File: src/rtl/pulse_stretcher.sv
// Stretches single-cycle event pulses into fixed-width high intervals separated by a low gap.
// Events that arrive during an interval are queued in a saturating counter and replayed in order.
module pulse_stretcher #(
    parameter int HIGH_CYCLES = 5_000_000,
    parameter int GAP_CYCLES  = 2_500_000,
    parameter int CNT_WIDTH   = 24,
    parameter int PEND_WIDTH  = 3
) (
    input  logic                  clk,
    input  logic                  rst_n,
    input  logic                  I,
    output logic                  O,
    output logic                  busy,
    output logic [PEND_WIDTH-1:0] pending,
    output logic                  drop,
    output logic [1:0]            o_dbg_state
);

    typedef enum logic [1:0] {
        S_IDLE = 2'd0,
        S_HIGH = 2'd1,
        S_GAP  = 2'd2
    } state_t;

    localparam logic [CNT_WIDTH-1:0]  HIGH_LOAD = CNT_WIDTH'(HIGH_CYCLES - 1);
    localparam logic [CNT_WIDTH-1:0]  GAP_LOAD  = CNT_WIDTH'((GAP_CYCLES > 0) ? GAP_CYCLES - 1 : 0);
    localparam logic [PEND_WIDTH-1:0] PEND_MAX  = '1;

    state_t                r_state;
    logic [CNT_WIDTH-1:0]  r_cnt;
    logic [PEND_WIDTH-1:0] r_pending;
    logic                  r_drop;
    logic                  r_o;
    logic                  r_busy;

    state_t                w_state_nxt;
    logic [CNT_WIDTH-1:0]  w_cnt_nxt;
    logic [PEND_WIDTH-1:0] w_pend_nxt;
    logic                  w_drop_nxt;
    logic                  w_cnt_zero;
    logic                  w_restart;
    logic                  w_enqueue;

    assign w_cnt_zero = (r_cnt == '0);

    always_comb begin
        w_state_nxt = r_state;
        w_cnt_nxt   = r_cnt;
        w_pend_nxt  = r_pending;
        w_drop_nxt  = 1'b0;
        w_restart   = 1'b0;
        w_enqueue   = 1'b0;

        case (r_state)
            S_IDLE: begin
                if (I) begin
                    w_state_nxt = S_HIGH;
                    w_cnt_nxt   = HIGH_LOAD;
                end
            end
            S_HIGH: begin
                if (w_cnt_zero) begin
                    if (GAP_CYCLES > 0) begin
                        w_state_nxt = S_GAP;
                        w_cnt_nxt   = GAP_LOAD;
                        w_enqueue   = I;
                    end else begin
                        w_restart = 1'b1;
                    end
                end else begin
                    w_cnt_nxt = r_cnt - CNT_WIDTH'(1);
                    w_enqueue = I;
                end
            end
            S_GAP: begin
                if (w_cnt_zero) begin
                    w_restart = 1'b1;
                end else begin
                    w_cnt_nxt = r_cnt - CNT_WIDTH'(1);
                    w_enqueue = I;
                end
            end
            default: begin
                w_state_nxt = S_IDLE;
                w_cnt_nxt   = '0;
            end
        endcase

        // End of a gap: older queued events take priority; a coincident new event
        // replaces the one dequeued, so the count is unchanged.
        if (w_restart) begin
            if (r_pending != '0) begin
                w_state_nxt = S_HIGH;
                w_cnt_nxt   = HIGH_LOAD;
                if (!I) begin
                    w_pend_nxt = r_pending - PEND_WIDTH'(1);
                end
            end else if (I) begin
                w_state_nxt = S_HIGH;
                w_cnt_nxt   = HIGH_LOAD;
            end else begin
                w_state_nxt = S_IDLE;
                w_cnt_nxt   = '0;
            end
        end

        if (w_enqueue) begin
            if (r_pending == PEND_MAX) begin
                w_drop_nxt = 1'b1;
            end else begin
                w_pend_nxt = r_pending + PEND_WIDTH'(1);
            end
        end
    end

    always_ff @(posedge clk or negedge rst_n) begin
        if (!rst_n) begin
            r_state   <= S_IDLE;
            r_cnt     <= '0;
            r_pending <= '0;
            r_drop    <= 1'b0;
            r_o       <= 1'b0;
            r_busy    <= 1'b0;
        end else begin
            r_state   <= w_state_nxt;
            r_cnt     <= w_cnt_nxt;
            r_pending <= w_pend_nxt;
            r_drop    <= w_drop_nxt;
            r_o       <= (w_state_nxt == S_HIGH);
            r_busy    <= (w_state_nxt != S_IDLE);
        end
    end

    assign O           = r_o;
    assign busy        = r_busy;
    assign pending     = r_pending;
    assign drop        = r_drop;
    assign o_dbg_state = r_state;

endmodule

File: config.mk
export PLATFORM = sky130hd
export DESIGN_NAME = pulse_stretcher
export DESIGN_NICKNAME = d
export VERILOG_FILES = /design/src/rtl/pulse_stretcher.sv
export SDC_FILE = /design/constraint.sdc
export NUM_CORES = 1
export LEC_CHECK = 0
export BUFFER_PORTS_ARGS = -buffer_cell sky130_fd_sc_hd__buf_2
export CAP_MARGIN = 5
export CORE_MARGIN = 2
export CORE_UTILIZATION = 45
export DETAILED_ROUTE_END_ITERATION = 6
export PLACE_DENSITY_LB_ADDON = 0.3
export SLEW_MARGIN = 30
export SYNTH_ARGS = -nofsm -noshare
export SYNTH_HDL_FRONTEND = slang
export SYNTH_SLANG_ARGS = --single-unit
File: constraint.sdc
create_clock -name clk -period 4 [get_ports clk]
set_input_delay 0.8 -clock clk [delete_from_list [all_inputs] [get_ports clk]]
set_output_delay 0.8 -clock clk [all_outputs]
set_load 0.01 [all_outputs]
==> metrics.md <==
| Metric | Value |
|---|---|
| DR iter-0 viols | `160` |
| Starting density of the core | `47.41%` |
| Worst min-delay path class | `reg2reg` |
| RSZ-0062 raised after global routing | `false` |
| Dpl ws | `1138 ps` |
| Postcts setup bufs | `0` |
| Hold_ws | `515.2 ps` |
| # setup viols final | `0` |
| Distinct cells, synth | `51` |
| Worst path cell trace | `inv_1 > ha_1 > or3b_1 > nor4_4 > a31o_2 > o21ai_1 > a31oi_1 > a22oi_1` |
| # rows | `24` |
| Fraction of layout cells with a size suffix above 1 | `13.47%` |
| Post-DR vias/cell | `5.848` |
| Register Area | `800.8 µm²` |
| Worst-path clk slew | `60 ps` |
| Final std cells w/o fill | `297` |
| IO Port Bufs | `10` |
| Synthesis warning total | `0` |
| Final net count | `257` |
| Die H | `72.43 µm` |
| Max-slew headroom | `44.30%` |
| Clk sinks | `32` |
| Final critical-path required period | `2924 ps` |
| DRC | `0` |
| Worst Tran Pin Value | `832.9 ps` |
| Worst Path Max Fanout | `12` |
| Routed WL | `4717 µm` |
| CTS tree | `built` |
| Post-route ant nets | `0` |
| DR WL/cell | `15.88 µm` |
| Fin. Hold Viols | `0` |
| Seq/Total Area, Yosys | `38.00%` |
| Largest cells by area after synthesis | `dfrtp_1 38%, ha_1 5.9%, nor2_1 5.9%` |
| Htree depth | `2` |
| Pwr per Cell Area | `321.9 mW/mm²` |
| Register bit total from synthesis | `32` |
| Gr usage total | `19.37%` |
| Synth top area share | `38.00%` |
| Syn avg cell area | `9.043 µm²` |
| Post-cts sizing count | `0` |
| Fin Clk Skew | `6.446 ps` |
| WP data required | `4120 ps` |
| Core area | `0.004444 mm²` |
| Maximum VDD drop | `0.0002233 V` |
| Crit path launch type | `flip-flop` |
| Peak Freq | `0.3419 GHz` |
| Combinational power share | `16.2%` |
| Multi-input logic area | `0.001235 mm²` |
| Post-synth EDFFs | `0` |
| Die area | `0.005245 mm²` |
| Critical path class | `reg2reg` |
| Clk buf depth | `2` |
| Leak | `0.0009365 µW` |
| Max-slew violations | `0` |
| Die span in x | `72.43 µm` |
| Fill count | `427` |
| DP Cell Count | `289` |
| Post-Synthesis Cells | `233` |
| Synthesized area | `0.002107 mm²` |
| Cts hold-fix bufs | `0` |
| RD Place Congestion | `0.9381` |
| Post-synthesis async set-or-reset flop share | `100.0%` |
| Hpwl dp | `3472 µm` |
| Final Core Density | `51.27%` |
| Syn_nets | `246` |
| Clock Latency Late Sink | `290 ps` |
| Most frequent cell after synthesis | `nor2_1` |
| Tcrit/Tclk final | `73.11%` |
| Seq pwr share | `49.1%` |
| Pint | `537.5 µW` |
| First-pass iteration count of the detailed router | `4` |
| Root buffer selected by CTS | `clkbuf_8` |
| Largest net degree at the start of global routing | `33` |
| Largest area contributor in the netlist | `dfrtp_1` |
| Max-cap viol count | `0` |
| Switching share of power | `26.71%` |
| Synth cell count leaders | `33 x nor2_1, 32 x dfrtp_1, 20 x a21oi_1` |
| Net Switching | `195.8 µW` |
| Outcome | `finished clean` |
| Setup TNS | `0 ps` |
| GRT overflow | `0` |
| Initial antenna violation count | `0` |
| Arrival time of the worst setup path | `3050 ps` |
| I/O pins | `11` |
| Clock share of power | `34.8%` |
| CTS buffer count | `5` |
| Crit. End Element | `flip-flop` |
| Top FF cell, synth | `dfrtp_1` |
| Area Overhead vs Synth | `8.136%` |
| Vias | `1,737` |
| Worst path max stage delay | `450 ps` |
| First-pass GRT wire length | `7879 µm` |
| Worst Setup Slack, final | `1076 ps` |
| Vias in the first global route | `1,621` |
| Diodes inserted | `0` |
| Worst path slowest cell | `nor4_4` |
[flip-flops by register name, summed over array words and instances (netlist names)]
register / flops
drop: 1
busy: 1
r_cnt: 24
O: 1
o_dbg_state: 2
pending: 3
[path summary, 6_finish.rpt]
path	start	endpoint	slack [ps]	cells after the start
min reg2reg	r_cnt[13]	r_cnt[13]	520	1
max	r_cnt[0]	r_cnt[0]	1080	8
min in group asynchronous	rst_n	r_cnt[12]	560	1
min	r_cnt[13]	r_cnt[13]	520	1
max reg2reg	r_cnt[0]	r_cnt[0]	1080	8
max in group asynchronous	rst_n	r_cnt[1]	2990	1
[cell usage in the layout, fill, tap and decap left out, types with 3 or more instances in the layout]
master and instances:
a211oi_1 3, a21o_1 3, a21oi_1 20, a22o_1 3, a22oi_1 4, buf_2 10
clkbuf_8 6, dfrtp_1 32, ha_1 10, inv_1 10, nand2_1 15, nand2b_1 3
nand3_1 6, nor2_1 33, nor2b_1 5, nor3_1 5, nor4_1 4, o21a_1 3
o21ai_0 11, or2_2 3, xnor2_1 10, xor2_1 5
[through the flow]
stage	area [µm²]	power [µW]
global route	2278	781.7
detailed placement	2188	488.1
floorplan	2107	445.6
global placement	2188	484.0
CTS	2278	748.2
finish	2278	733.3
[kinds of logic (layout without fill, tap and decap cells)]
family | count (synthesis) | count (layout) | share of synthesized area (%)
AO/OA/AOI/OAI | 63 | 63 | 19.06
XOR/XNOR | 15 | 15 | 6.235
adder cells (fa/ha/maj) | 10 | 10 | 5.938
buffers and inverters | 16 | 28 | 3.385
flip-flops | 32 | 32 | 38.00
AND/OR/NAND/NOR | 97 | 97 | 27.38
[critical path: cells and delay by family (launching register included)]
kind,cells,cell delay (ps)
AO/OA/AOI/OAI,4,1160
buffers and inverters,1,110
AND/OR/NAND/NOR,2,890
adder cells (fa/ha/maj),1,200
flip-flops,1,400
[layer usage]
layer  up-vias  wire length, µm  global-route usage, %
met5         -                0                      0
met4         0               64                  6.173
met3         7              233                  4.167
met2        36             2153                  29.97
met1       836             2266                  27.11
li1        858                -                      -
[power groups by stage]
stage	Sequential (µW)	Combinational [µW]	Clock (µW)
floorplan	373	72.7	0
global placement	366	118	0
detailed placement	366	122	0
CTS	360	122	266
global route	363	139	280
finish	360	119	255
[cell type report]
type | count | share of cell area, %
Multi-Input combinational cell | 185 | 54.20
Inverter | 10 | 1.647
Tap cell | 52 | 2.856
Sequential cell | 32 | 35.15
Clock buffer | 8 | 3.954
Timing Repair Buffer | 10 | 2.197
Power figures use the tool's default switching activity.
